## src/rtl/serial_rx_align_if.sv

```systemverilog
// Serial lane bundle: one-bit line into the aligner, recovered byte stream out.
interface serial_rx_align_if;
  logic       data_in;
  logic [7:0] out_byte;
  logic       valid_out;
  logic       active;

  modport master (output data_in, input out_byte, valid_out, active);
  modport slave  (input data_in, output out_byte, valid_out, active);
endinterface

```

## src/rtl/serial_rx_align.sv

```systemverilog
// Serial deserializer and comma-based byte aligner; drops comma fill once the lane is active.
module serial_rx_align #(
  parameter int unsigned BC_COUNT = 4,
  parameter logic [7:0]  COMMA    = 8'hBC
) (
  input logic               clk_32f,
  input logic               reset,
  serial_rx_align_if.slave  lane
);

  localparam int unsigned BYTE_W    = 8;
  localparam int unsigned BIT_CNT_W = 3;
  localparam int unsigned BC_CNT_W  = 4;
  localparam int unsigned STATE_W   = 2;

  localparam logic [STATE_W-1:0] SEARCH = 2'd0;
  localparam logic [STATE_W-1:0] COUNT  = 2'd1;
  localparam logic [STATE_W-1:0] ACTIVE = 2'd2;

  logic [STATE_W-1:0]   state_q,    state_n;
  logic [BYTE_W-1:0]    sr_q,       sr_n;
  logic [BIT_CNT_W-1:0] bit_cnt_q,  bit_cnt_n;
  logic [BC_CNT_W-1:0]  bc_cnt_q,   bc_cnt_n;
  logic [BYTE_W-1:0]    out_byte_q, out_byte_n;
  logic                 valid_q,    valid_n;
  logic                 active_q,   active_n;

  logic                 boundary;
  logic                 comma_hit;
  logic [BC_CNT_W-1:0]  bc_inc;

  assign boundary  = (bit_cnt_q == BIT_CNT_W'(7));
  assign comma_hit = (sr_q == COMMA);
  assign bc_inc    = bc_cnt_q + BC_CNT_W'(1);

  // State and datapath registers
  always_ff @(posedge clk_32f) begin
    if (reset) begin
      state_q    <= SEARCH;
      sr_q       <= '0;
      bit_cnt_q  <= '0;
      bc_cnt_q   <= '0;
      out_byte_q <= '0;
      valid_q    <= 1'b0;
      active_q   <= 1'b0;
    end else begin
      state_q    <= state_n;
      sr_q       <= sr_n;
      bit_cnt_q  <= bit_cnt_n;
      bc_cnt_q   <= bc_cnt_n;
      out_byte_q <= out_byte_n;
      valid_q    <= valid_n;
      active_q   <= active_n;
    end
  end

  // Next-state and next-output logic
  always_comb begin
    state_n    = state_q;
    sr_n       = {sr_q[BYTE_W-2:0], lane.data_in};
    bit_cnt_n  = bit_cnt_q;
    bc_cnt_n   = bc_cnt_q;
    out_byte_n = out_byte_q;
    valid_n    = valid_q;

    case (state_q)
      SEARCH: begin
        // Any bit phase may match; the match edge becomes bit 0 of the byte grid
        valid_n = 1'b0;
        if (comma_hit) begin
          bit_cnt_n = '0;
          bc_cnt_n  = BC_CNT_W'(1);
          state_n   = (BC_COUNT == 1) ? ACTIVE : COUNT;
        end
      end
      COUNT: begin
        valid_n   = 1'b0;
        bit_cnt_n = bit_cnt_q + BIT_CNT_W'(1);
        if (boundary) begin
          if (comma_hit) begin
            bc_cnt_n = bc_inc;
            if (bc_inc == BC_CNT_W'(BC_COUNT)) state_n = ACTIVE;
          end else begin
            bc_cnt_n = '0;
            state_n  = SEARCH;
          end
        end
      end
      ACTIVE: begin
        bit_cnt_n = bit_cnt_q + BIT_CNT_W'(1);
        if (boundary) begin
          if (comma_hit) begin
            valid_n = 1'b0;
          end else begin
            out_byte_n = sr_q;
            valid_n    = 1'b1;
          end
        end
      end
      default: begin
        state_n = SEARCH;
      end
    endcase

    active_n = (state_n == ACTIVE);
  end

  assign lane.out_byte  = out_byte_q;
  assign lane.valid_out = valid_q;
  assign lane.active    = active_q;

endmodule

```

## src/flat_wrapper.sv

```systemverilog
// flat-port wrapper written by rule: the top's interface ports become plain ports
module serial_rx_align_flat 
#(
  parameter int unsigned BC_COUNT = 4,
  parameter logic [7:0]  COMMA    = 8'hBC
)
  (clk_32f, reset, lane_data_in, lane_out_byte, lane_valid_out, lane_active);
  serial_rx_align_if lane_i ();
  input logic clk_32f;
  input logic reset;
  input wire logic [$bits(lane_i.data_in)-1:0] lane_data_in;
  output wire logic [$bits(lane_i.out_byte)-1:0] lane_out_byte;
  output wire logic [$bits(lane_i.valid_out)-1:0] lane_valid_out;
  output wire logic [$bits(lane_i.active)-1:0] lane_active;
  assign lane_i.data_in = lane_data_in;
  assign lane_out_byte = lane_i.out_byte;
  assign lane_valid_out = lane_i.valid_out;
  assign lane_active = lane_i.active;
  serial_rx_align #(.BC_COUNT(BC_COUNT), .COMMA(COMMA)) u_core (.clk_32f(clk_32f), .reset(reset), .lane(lane_i));
endmodule
```

## config.mk

```make
export PLATFORM = sky130hd
export DESIGN_NAME = serial_rx_align_flat
export DESIGN_NICKNAME = d
export VERILOG_FILES = /design/src/rtl/serial_rx_align_if.sv /design/src/rtl/serial_rx_align.sv /design/src/flat_wrapper.sv
export SDC_FILE = /design/constraint.sdc
export NUM_CORES = 1
export LEC_CHECK = 0
export CAP_MARGIN = 20
export CORE_MARGIN = 1
export CORE_UTILIZATION = 40
export CTS_CLUSTER_SIZE = 28
export DETAILED_ROUTE_END_ITERATION = 7
export DONT_BUFFER_PORTS = 1
export PLACE_DENSITY = 0.65
export SLEW_MARGIN = 20
export SYNTH_ARGS = -nofsm -noshare
export SYNTH_HDL_FRONTEND = slang
export SYNTH_SLANG_ARGS = --single-unit
```

## constraint.sdc

```tcl
create_clock -name clk_32f -period 1.7 [get_ports clk_32f]
set_input_delay 0.51 -clock clk_32f [delete_from_list [all_inputs] [get_ports clk_32f]]
set_output_delay 0.51 -clock clk_32f [all_outputs]
set_load 0.005 [all_outputs]
```

**Word level (Yosys, flattened, before mapping)**

Cells that the tools add are included.

- Register bits: 27
- Output and inout bits: 10
- Logic and storage cells: 43

- Add/subtract/negate cells: 2
- Equality and inequality tests: 9
- Muxes and demuxes: 14
- Bitwise operators: 1
- Reductions and logical operators: 10

Operators by type and width:

| kind | number |
|---|---|
| $mux W4 | 3 |
| $eq A8 B8 Y1 const B | 1 |
| $mux W2 | 4 |
| $pmux W4 S2 | 1 |
| $ne A2 B1 Y1 const B | 3 |
| $pmux W2 S3 | 1 |
| $pmux W3 S2 | 1 |
| $reduce_and A3 Y1 | 2 |
| $reduce_bool A2 Y1 | 3 |
| $add A4 B1 Y4 const B | 1 |
| $eq A2 B2 Y1 const B | 2 |
| $eq A4 B3 Y1 const B | 1 |
| $reduce_and A2 Y1 | 2 |
| $reduce_or A2 Y1 | 2 |
| $add A3 B1 Y3 const B | 1 |
| $eq A3 B3 Y1 const B | 1 |
| $mux W3 | 1 |
| $eq A2 B1 Y1 const B | 1 |
| $logic_not A2 Y1 | 1 |
| $mux W1 | 2 |
| $pmux W1 S2 | 1 |
| $not A1 Y1 | 1 |

**Logic depth before layout (Yosys ltp)**

Gate-level depths: netlist of the first run.

- Word-level depth: 7
- Gate-level depth with buffers: 8
- Depth with buffers taken out: 7

**Worst setup path before layout of the first run**

OpenSTA, ideal clock, no wires.

- Path type: register to register
- Start: reg u_core.bit_cnt_q[0]
- End: reg u_core.bc_cnt_q[3]
- Library setup time: 0.132 ns
- Data arrival time: 1.399 ns
- Data required time: 1.568 ns
- Slack: 0.169 ns
- Cell stages (with the launch flop): 8
- Path through: dfxtp_1 > ha_1 > ha_1 > buf_1 > mux2i_1 > a21o_1 > o21ai_1 > a21oi_1

- Cells in the longest elaborated chain, start to end: 3

RTL lines:

| element | RTL line | source |
|---|---|---|
| start, declared | serial_rx_align.sv:22 | `logic [BIT_CNT_W-1:0] bit_cnt_q, bit_cnt_n;` |
| start signal, assigned | serial_rx_align.sv:49 | `bit_cnt_q <= bit_cnt_n;` |
| $eq A3 B3 Y1 | serial_rx_align.sv:32 | `assign boundary = (bit_cnt_q == BIT_CNT_W'(7));` |
| $ne A2 B1 Y1 (no line) | -- |  |
| $reduce_and A3 Y1 (no line) | -- |  |
| end signal, assigned | serial_rx_align.sv:50 | `bc_cnt_q <= bc_cnt_n;` |
| end, declared | serial_rx_align.sv:23 | `logic [BC_CNT_W-1:0] bc_cnt_q, bc_cnt_n;` |

Every way passes these cells.
A chain may end at the register's enable or synchronous reset.

**Final worst setup path of the first run**

- Start: reg u_core.bit_cnt_q[0]
- End: reg u_core.bc_cnt_q[0]

Same word-level chain as after synthesis.

==> results.md, run 1 <==
* Total Power at 930 uW
* Port bufs at 0
* Fmax at between 600 and 700 MHz
* P_leak at ~0.51 nW
* Die Wd at 57.2 um
* Fin crit period at 1.58 ns
* Setup TNS at 0 ns
* Worst min path class: in2reg
* Placed cell areas at roughly 1200 um2
* Core Rows at 19
* Initial Utilization at 0.431
* Final HPWL DP at around 1.6 mm
* Met3 Wirelength at 123 um
* CP Buf/Inv Count at 1
* Syn Std Cell Area at 1220 um2
* Design Area, Final at roughly 1300 um2
* Fillcell total at 271
* CP max FO at 7
* Layout Area Growth over Synthesis at 5.24%
* CP cell instances: ha_1, ha_2, inv_1, or4_1, a31oi_1
* Antenna cells at 0
* Slowest stage cell, crit path: or4_1
* Pin count of the biggest net entering global routing at 27
* Worst setup margin at ~0.12 ns
* Total Nets Final at approximately 150
* Crit. End Element: flop
* Gpl congestion at 0.837
* CTS root buffer: clkbuf_4
* Global-route wire length before repair at 3.91 mm
* Outcome: finished, violations left
* Clock slew at reported path FFs at 0.14 ns
* Grt ovf at 0
* Clock latency on the worst-skew pair at 0.31 ns
* Main area contributors after synthesis: dfxtp_1, ha_1, a21oi_1, nor2b_1, mux2i_1
* Wire length on met2 at 1.10 mm
* Final setup viols at 0
* Pre-Repair DR Iteration Count at 7
* Post-synth EDFFs at 0
* Hold Startpoint: reset
* FF-to-FF Start: u_core.bit_cnt_q[0]
* CP required at just under 2 ns
* Area leader, netlist: dfxtp_1
* Initial antenna violation count at 0
* Die Y at around 57 um
* Total track usage at 0.154
* Area fraction of the dominant cell type after synthesis at 0.444
* FF+latch area at 541 um2
* Die footprint at 3270 um2
* Vias in the first global route at 941
* RSZ-0062 raised after global routing: false
* Syn Area/Cell at about 9.0 um2
* WL met1 at about 1 mm
* Multi-input gate area at 639 um2
* Vias per std cell at 5.58
* CP Launch Point: u_core.bit_cnt_q[0]
* DRC violations left at 2
* Final period util at 0.932
* 1st-iter DRT viols at 24
* Final hold viol count at 0
* Arrival @ worst endpoint at approximately 1.8 ns
* Worst-margin pin slew at 0.268 ns
* Worst vdd ir at 0.337 mV
* Total CTS buffers at 3
* Number of synthesis warnings at 0
* DR vias at between 900 and 1,000
* Critical path's largest stage delay at 0.50 ns
* H-tree Lvls at 1
* Post-synthesis sequential area ratio at 0.444
* Top_reg_cell synth: dfxtp_1
* Worst clock skew at 0.00314 ns
* Final wirelength at 2.28 mm
* Worst path top cell family by delay: simple AND/OR/NAND/NOR gates
* Fraction of registers with async set/reset at 0
* Max Used Layer: met4
* Setup bufs post-CTS at 0
* Post-DR wirelength/cell at 13.8 um
* Most common cell after layout, fill and taps aside: dfxtp_1
* Max_cap viols at 0
* Hold Buf Count CTS at 0
* I/O pin count at 13
* Layout cells sized above 1 at 0.0970
* Final Core Density at 0.453
* Setup CP Type: reg2reg
* DRT antenna net count at 0
* #FFs+latches synth at 27
* Most frequent cells in the layout: dfxtp_1, a21oi_1, nor2_1
* Post-place setup slack at roughly 0.1 ns
* Clk buf depth at 2
* Rel. slew slack at 0.821
* Slew Limit Fails at 0
* Synthesized instance count at 136
* Worst setup SP type: flop
* Core footprint at 2830 um2
* Netlist cell types at 34
* Power per Cell Area at 725 nW/um2
* Violated checks: DRC
* Syn Nets at around 150
* Sink Count at 27
* Post-CTS Resized at 0
* CTS tree: done
==> registers in the layout (all words and copies together), names as in the netlist <==
register	cells
u_core.lane.active	1
u_core.state_q	2
u_core.sr_q	8
u_core.bit_cnt_q	3
u_core.lane.out_byte	8
u_core.lane.valid_out	1
u_core.bc_cnt_q	4
==> path summary, 6_finish.rpt <==
check / end / slack [ns] / depth (start not counted)
worst min register to register: u_core.bit_cnt_q[2] / 0.47 / 2
worst max register to register: u_core.bc_cnt_q[0] / 0.12 / 5
worst max-delay path: u_core.bc_cnt_q[0] / 0.12 / 5
worst min-delay path: u_core.bit_cnt_q[2] / 0.24 / 1
==> report_power, final <==
group	switching, mW	internal, mW
sequential	0.00617	0.639
clock	0.185	0.0897
combinational	0.00355	0.00683
total	0.195	0.736
==> synth_stat cells, types with 2 or more instances <==
cell type	number
nor2_1	12
nand3_1	8
nand2_1	11
o21ai_1	3
nor2b_1	10
a21o_1	2
a21oi_1	13
nand4_1	2
inv_1	5
a31oi_1	2
clkbuf_1	6
ha_1	9
dfxtp_1	27
mux2i_1	6
==> through the flow <==
step | cells | hold WS (ns)
2_1_floorplan | 136 | 0.436
4_1_cts | 165 | 0.225
3_3_place_gp | 161 | 0.447
5_1_grt | 165 | 0.203
3_5_place_dp | 161 | 0.451
6_report | 165 | 0.241
==> cells by family after synthesis <==
family,count (synthesis),synth area share
xor+xnor,2,0.0144
buf+inv,13,0.0462
simple gates,54,0.232
compound gates,25,0.122
flops,27,0.444
fa+ha+maj,9,0.0924
mux,6,0.0493
==> layout make-up <==
cell class                      count  area share
Timing Repair Buffer                2      0.0117
Tap cell                           31      0.0302
Clock buffer                        3      0.0176
Clock inverter                      1     0.00585
Inverter                            5      0.0146
Sequential cell                    27       0.421
Multi-Input combinational cell     96       0.499
==> worst reg2reg max path, stage by stage (launching register included) <==
cell     delay [ns]
dfxtp_1        0.38
ha_1           0.16
ha_2           0.27
inv_1          0.08
or4_1          0.50
a31oi_1        0.13
==> layer usage <==
layer	up-vias	GRT usage
li1	464	-
met1	427	0.173
met2	24	0.276
met3	6	0.0363
met4	0	0.0662
met5	-	0
Power figures use the tool's default switching activity.
==> run 2: changes to the inputs <==
Settings changed: RECOVER_POWER set to 100.
==> results.md, run 2 (synthesis gave the netlist of run 1 again) <==
* Fin crit period at ~1.6 ns
* Crit. End Element: flop
* Arrival @ worst endpoint at around 1.8 ns
* Rel. slew slack at 0.817
* CP max FO at 7
* Layout cells sized above 1 at 0.0970
* FF-to-FF Start: u_core.bit_cnt_q[0]
* Core Rows at 19
* Met2 usage at 0.276
* CP Launch Point: u_core.bit_cnt_q[0]
* Post-place setup slack at 0.0981 ns
* CTS root buffer: clkbuf_4
* M1 GR Usage at 0.173
* Worst setup margin at 0.137 ns
* GR Util met3 at 0.0363
* Vias per std cell at 5.54
* Final wirelength at 2.26 mm
* Sink Count at 27
* RSZ-0062 raised after global routing: false
* Initial antenna violation count at 0
* Clock slew at reported path FFs at 0.14 ns
* I/O pin count at 13
* Most Crowded Layer GR: met2
* P_leak at 0.513 nW
* Worst r2r path cells at 5
* Die Wd at 57.2 um
* H-tree Lvls at 1
* R2R Path End: u_core.bc_cnt_q[0]
* Max_cap viols at 0
* Worst setup SP type: flop
* Switch share at 0.208
* Initial Utilization at 0.431
* R2r setup slk at 0.14 ns
* DR vias at 914
* Die footprint at 3270 um2
* 1st-iter DRT viols at 15
* Most common cell after layout, fill and taps aside: dfxtp_1
* Setup TNS at 0 ns
* Worst clock skew at around 0.0023 ns
* Fmax at 640 MHz
* Worst min path class: in2reg
* Port bufs at 0
* Total CTS buffers at 3
* Slowest stage cell, crit path: or4_1
* Grt ovf at 0
* CP required at 1.96 ns
* DRT antenna net count at 0
* Post-DR wirelength/cell at 13.7 um
* Cells after DPL at 161
* Antenna cells at 0
* Gpl congestion at around 0.84
* Clock latency on the worst-skew pair at 0.31 ns
* Slew Limit Fails at 0
* Critical path's largest stage delay at around 0.5 ns
* Comb pwr share at 0.011
* Total Nets Final at 147
* CTS tree: done
* Power per Cell Area at roughly 730 nW/um2
* Die Y at 57.2 um
* Violated checks: DRC
* Final HPWL DP at 1.60 mm
* Outcome: finished, violations left
* Net Sw Power at 194 uW
* Final hold viol count at 0
* Vias in the first global route at ~940
* DRC violations left at 2
* Total internal power at 736 uW
* Global-route wire length before repair at 3.91 mm
* Most frequent cells in the layout: dfxtp_1, a21oi_1, nor2_1
* Final setup viols at 0
* Pin count of the biggest net entering global routing at 27
* Final non-filler cell total at 165
* Setup bufs post-CTS at 0
* Clock Power Share at 0.295
* CP cell instances: ha_1, ha_2, inv_1, or4_1, a31oi_1
* Core footprint at 2830 um2
* Pre-Repair DR Iteration Count at 6
* Total track usage at 0.154
* Worst vdd ir at 0.337 mV
* Worst-margin pin slew at around 0.27 ns
* Seq pwr share at 0.694
* Clk buf depth at 2
* Layout Area Growth over Synthesis at 4.41%
* Setup crit end: u_core.bc_cnt_q[0]
* Fillcell total at around 270
* Final period util at 0.919
* Setup CP Type: reg2reg
run 2: cell types whose count changed in the layout (fill, tap and decap cells not counted):
| cell | before | now |
|---|---|---|
| buf_4 | 2 | 1 |
| clkbuf_2 | 0 | 1 |
| nand3_2 | 0 | 1 |
| nand3_4 | 1 | 0 |
| o21ai_0 | 1 | 2 |
| o21ai_1 | 3 | 2 |
run 2: critical path: cells and delay by family (launching register included):
family | cells | cell delay (ns)
buf+inv | 1 | 0.08
fa+ha+maj | 2 | 0.41
flops | 1 | 0.38
simple gates | 1 | 0.50
compound gates | 1 | 0.13
run 2: per-stage QoR:
step,instance area (um2),util,power (mW),hold slack [ns]
global route,1270,0.450,0.981,0.203
detailed placement,1230,0.437,0.669,0.451
CTS,1260,0.447,0.946,0.225
finish,1270,0.450,0.929,0.239
floorplan,1220,-,0.674,0.436
global placement,1230,0.437,0.668,0.447
run 2: final cells by class:
cell class	count	area [um2]	share of cell area
well taps	31	38.8	0.0305
inverters	5	18.8	0.0147
multi-input cells	96	632	0.497
clock buffers	3	22.5	0.0177
clock inverters	1	7.51	0.00590
repair buffers	2	12.5	0.00983
flip-flops and latches	27	541	0.425
run 2: metal layers:
layer | up-vias | wire length (um)
met5 | - | 0
met4 | 0 | 23
met3 | 2 | 88
met2 | 16 | 1120
met1 | 435 | 1030
li1 | 461 | -
run 2: worst min-delay path by stage:
stage,startpoint,to,cells past startpoint
floorplan,u_core.bit_cnt_q[1],u_core.bit_cnt_q[1],2
global placement,u_core.bit_cnt_q[2],u_core.bit_cnt_q[2],2
detailed placement,u_core.bit_cnt_q[2],u_core.bit_cnt_q[2],2
CTS,reset,u_core.lane.valid_out,1
global route,reset,u_core.lane.out_byte[0],1
finish,reset,u_core.bit_cnt_q[2],1
run 2: repair_timing:
| item | 4_1_cts | 5_1_grt |
|---|---|---|
| resized for setup | 0 | 5 |
| endpoints found under the setup margin | 0 | 4 |
| hold buffers | 0 | 0 |
run 2: power by group through the flow:
stage                     clock [mW]  sequential, mW  combinational, mW
final                          0.274           0.645             0.0105
after global routing           0.322           0.647             0.0119
after CTS                      0.291           0.645             0.0104
after detailed placement           0           0.659             0.0104
after global placement             0           0.659            0.00982
after floorplan                    0           0.657             0.0172
==> run 3: changes to the inputs <==
Settings changed: CORE_MARGIN 1 to not set.
==> results of run 3 <==
The final DEF is identical to that of run 2; final timing and power are the same.
==> RTL edit, RTL diff (settings of run 1) <==
`BIT_CNT_W`: 3 -> 6.
--- a/src/rtl/serial_rx_align.sv
+++ b/src/rtl/serial_rx_align.sv
@@ -9,7 +9,7 @@
 );
 
   localparam int unsigned BYTE_W    = 8;
-  localparam int unsigned BIT_CNT_W = 3;
+  localparam int unsigned BIT_CNT_W = 6;
   localparam int unsigned BC_CNT_W  = 4;
   localparam int unsigned STATE_W   = 2;
 
Behaviour: no difference found for any inputs over 10 cycles, from zero or initial values and one cycle with reset high; that may be too few to reach the edited logic, so the function may still have changed.
==> RTL edit against run 1 <==
  * Wire length rose by 18%
  * Synthesized area rose by 14%
  * Sequential cell count rose by 3
  * Critical path type unchanged
  * Sequential share of layout area fell by 4.9 points
  * Setup slack got worse by 0.12 ns
  * Design area rose by 27%
  * Highest routed layer unchanged
Power is not compared: it rests on default switching activity, and its combinational part moved more than twofold at a synthesized area within 25%.
==> RTL edit: results (changes against run 1) <==
| Metric | Value |
|---|---|
| Outcome | `finished, final reports clean` |
| Starting DRT DRC Count | `74 (+210%)` |
| First-pass GRT wire length | `4310 um (+10%)` |
| Synthesized Nets | `156 (+5.4%)` |
| Vias | `1,089 (+18%)` |
| R2r startpoint | `u_core.sr_q[6]` |
| Warnings from Yosys | `0 (unchanged)` |
| Clk root buf | `clkbuf_4` |
| Crit-path slowest cell | `dfxtp_2` |
| VDD IR max | `0.353 mV` |
| H-tree levels | `2 (+1)` |
| Global Route Usage Sum | `16.1% (+0.70 points)` |
| Largest net degree at the start of global routing | `22 (-19%)` |
| Top cells by count, synth | `30 x dfxtp_1, 17 x nor2_1, 9 x nand2_1, 9 x nor2b_1, 8 x ha_1` |
| Clock Skews | `0.0102 ns (+0.00710 ns)` |
| Hpwl dp | `1930 um (+20%)` |
| Hold Crit Class | `in2reg` |
| Num CTS Buffers | `5 (+2)` |
| Detailed-route wire length | `2690 um (+18%)` |
| Initial antenna violation count | `0 (unchanged)` |
| GP Congestion | `0.780 (-6.8%)` |
| Share of post-route cells with drive strength above 1 | `26.5% (+17 points)` |
| Top cells by area, synth | `dfxtp_1 43%, ha_1 7.2%, nor2_1 4.6%` |
| Mean Syn Cell Area | `9.60 um2 (+7.1%)` |
| Synth cell types | `44 (+29%)` |
| Family with the most delay on the worst path | `simple AND/OR/NAND/NOR gates` |
| Max-slew headroom | `74.1% (-8.1 points)` |
| Clock slew at reported path FFs | `0.10 ns (-0.04 ns)` |
| Worst Hold Launch | `reset` |
| Crit path max fanout | `6 (-1)` |
| Critical path startpoint category | `flip-flop` |
| Final TNS setup | `0 ns (unchanged)` |
| Drt pass-1 iters | `4 (-3)` |
| Largest stage delay, worst path | `0.35 ns (-0.15 ns)` |
| Vias in the first global route | `1,049 (+11%)` |
| WP data arrival | `1.91 ns (+0.07 ns)` |
| Final net count | `172 (+17%)` |
| Register area share after synthesis | `43.2% (-1.2 points)` |
RTL edit: kinds of logic (layout without fill, tap and decap cells):
| family | after synthesis | in the layout | synth area share (%) |
|---|---|---|---|
| and+or+nand+nor | 60 | 61 | 24.6 |
| DFF | 30 | 30 | 43.2 |
| AOI/OAI and AO/OA | 27 | 27 | 15.1 |
| buffers and inverters | 10 | 26 | 3.24 |
| adders and majority gates | 8 | 8 | 7.19 |
| xor gates and xnor gates | 5 | 5 | 3.15 |
| muxes | 5 | 5 | 3.60 |
RTL edit: worst register-to-register path: cells and delay by family (launching register included):
kind | cells | cell delay [ns]
AO/OA/AOI/OAI | 1 | 0.26
flip-flops | 1 | 0.35
AND/OR/NAND/NOR | 4 | 0.98
RTL edit: power breakdown:
part / total [W] / switching [W] / internal [W]
sequential: 0.000725 / 0.0000111 / 0.000714
clock: 0.000444 / 0.000246 / 0.000199
combinational: 0.0000799 / 0.0000435 / 0.0000364
total: 0.00125 / 0.000300 / 0.000949
RTL edit: worst paths after layout:
check,end,slack [ns],depth (start not counted)
worst max-delay path,u_core.bc_cnt_q[3],0.001,5
worst min-delay path,u_core.sr_q[6],0.24,1
worst max register to register,u_core.bc_cnt_q[3],0.001,5
worst min register to register,u_core.sr_q[5],0.47,1
RTL edit: through the flow:
step | hold slack, ns | setup WS (ns) | total power [W] | instances | cell area [um2]
after floorplan | 0.448 | 0.000178 | 0.000794 | 145 | 1390
after global placement | 0.457 | 0.0353 | 0.000812 | 196 | 1500
after detailed placement | 0.466 | -0.0208 | 0.000815 | 196 | 1500
after CTS | 0.228 | 0.00729 | 0.00126 | 204 | 1570
after global routing | 0.209 | -0.101 | 0.00131 | 208 | 1630
final | 0.235 | 0.00142 | 0.00125 | 208 | 1630
RTL edit: routing by layer:
layer	global-route usage, %	up-vias	wire length (um)
li1	-	550	-
met1	18.8	519	1260
met2	26.7	16	1320
met3	4.90	4	76
met4	7.79	0	31
met5	0	-	0
RTL edit: area by class of cell:
class	instances	area [um2]
clock buffers	6	51.3
repair buffers	13	101
inverters	5	18.8
fillers	324	1700
flip-flops and latches	30	608
multi-input cells	106	783
well taps	46	57.6
clock inverters	2	12.5
RTL edit: what timing repair did:
action,in CTS,in global routing
pin swaps,1,7
cloned,0,1
resized for setup,3,11
buffers inserted,0,3
endpoints found under the setup margin,2,18
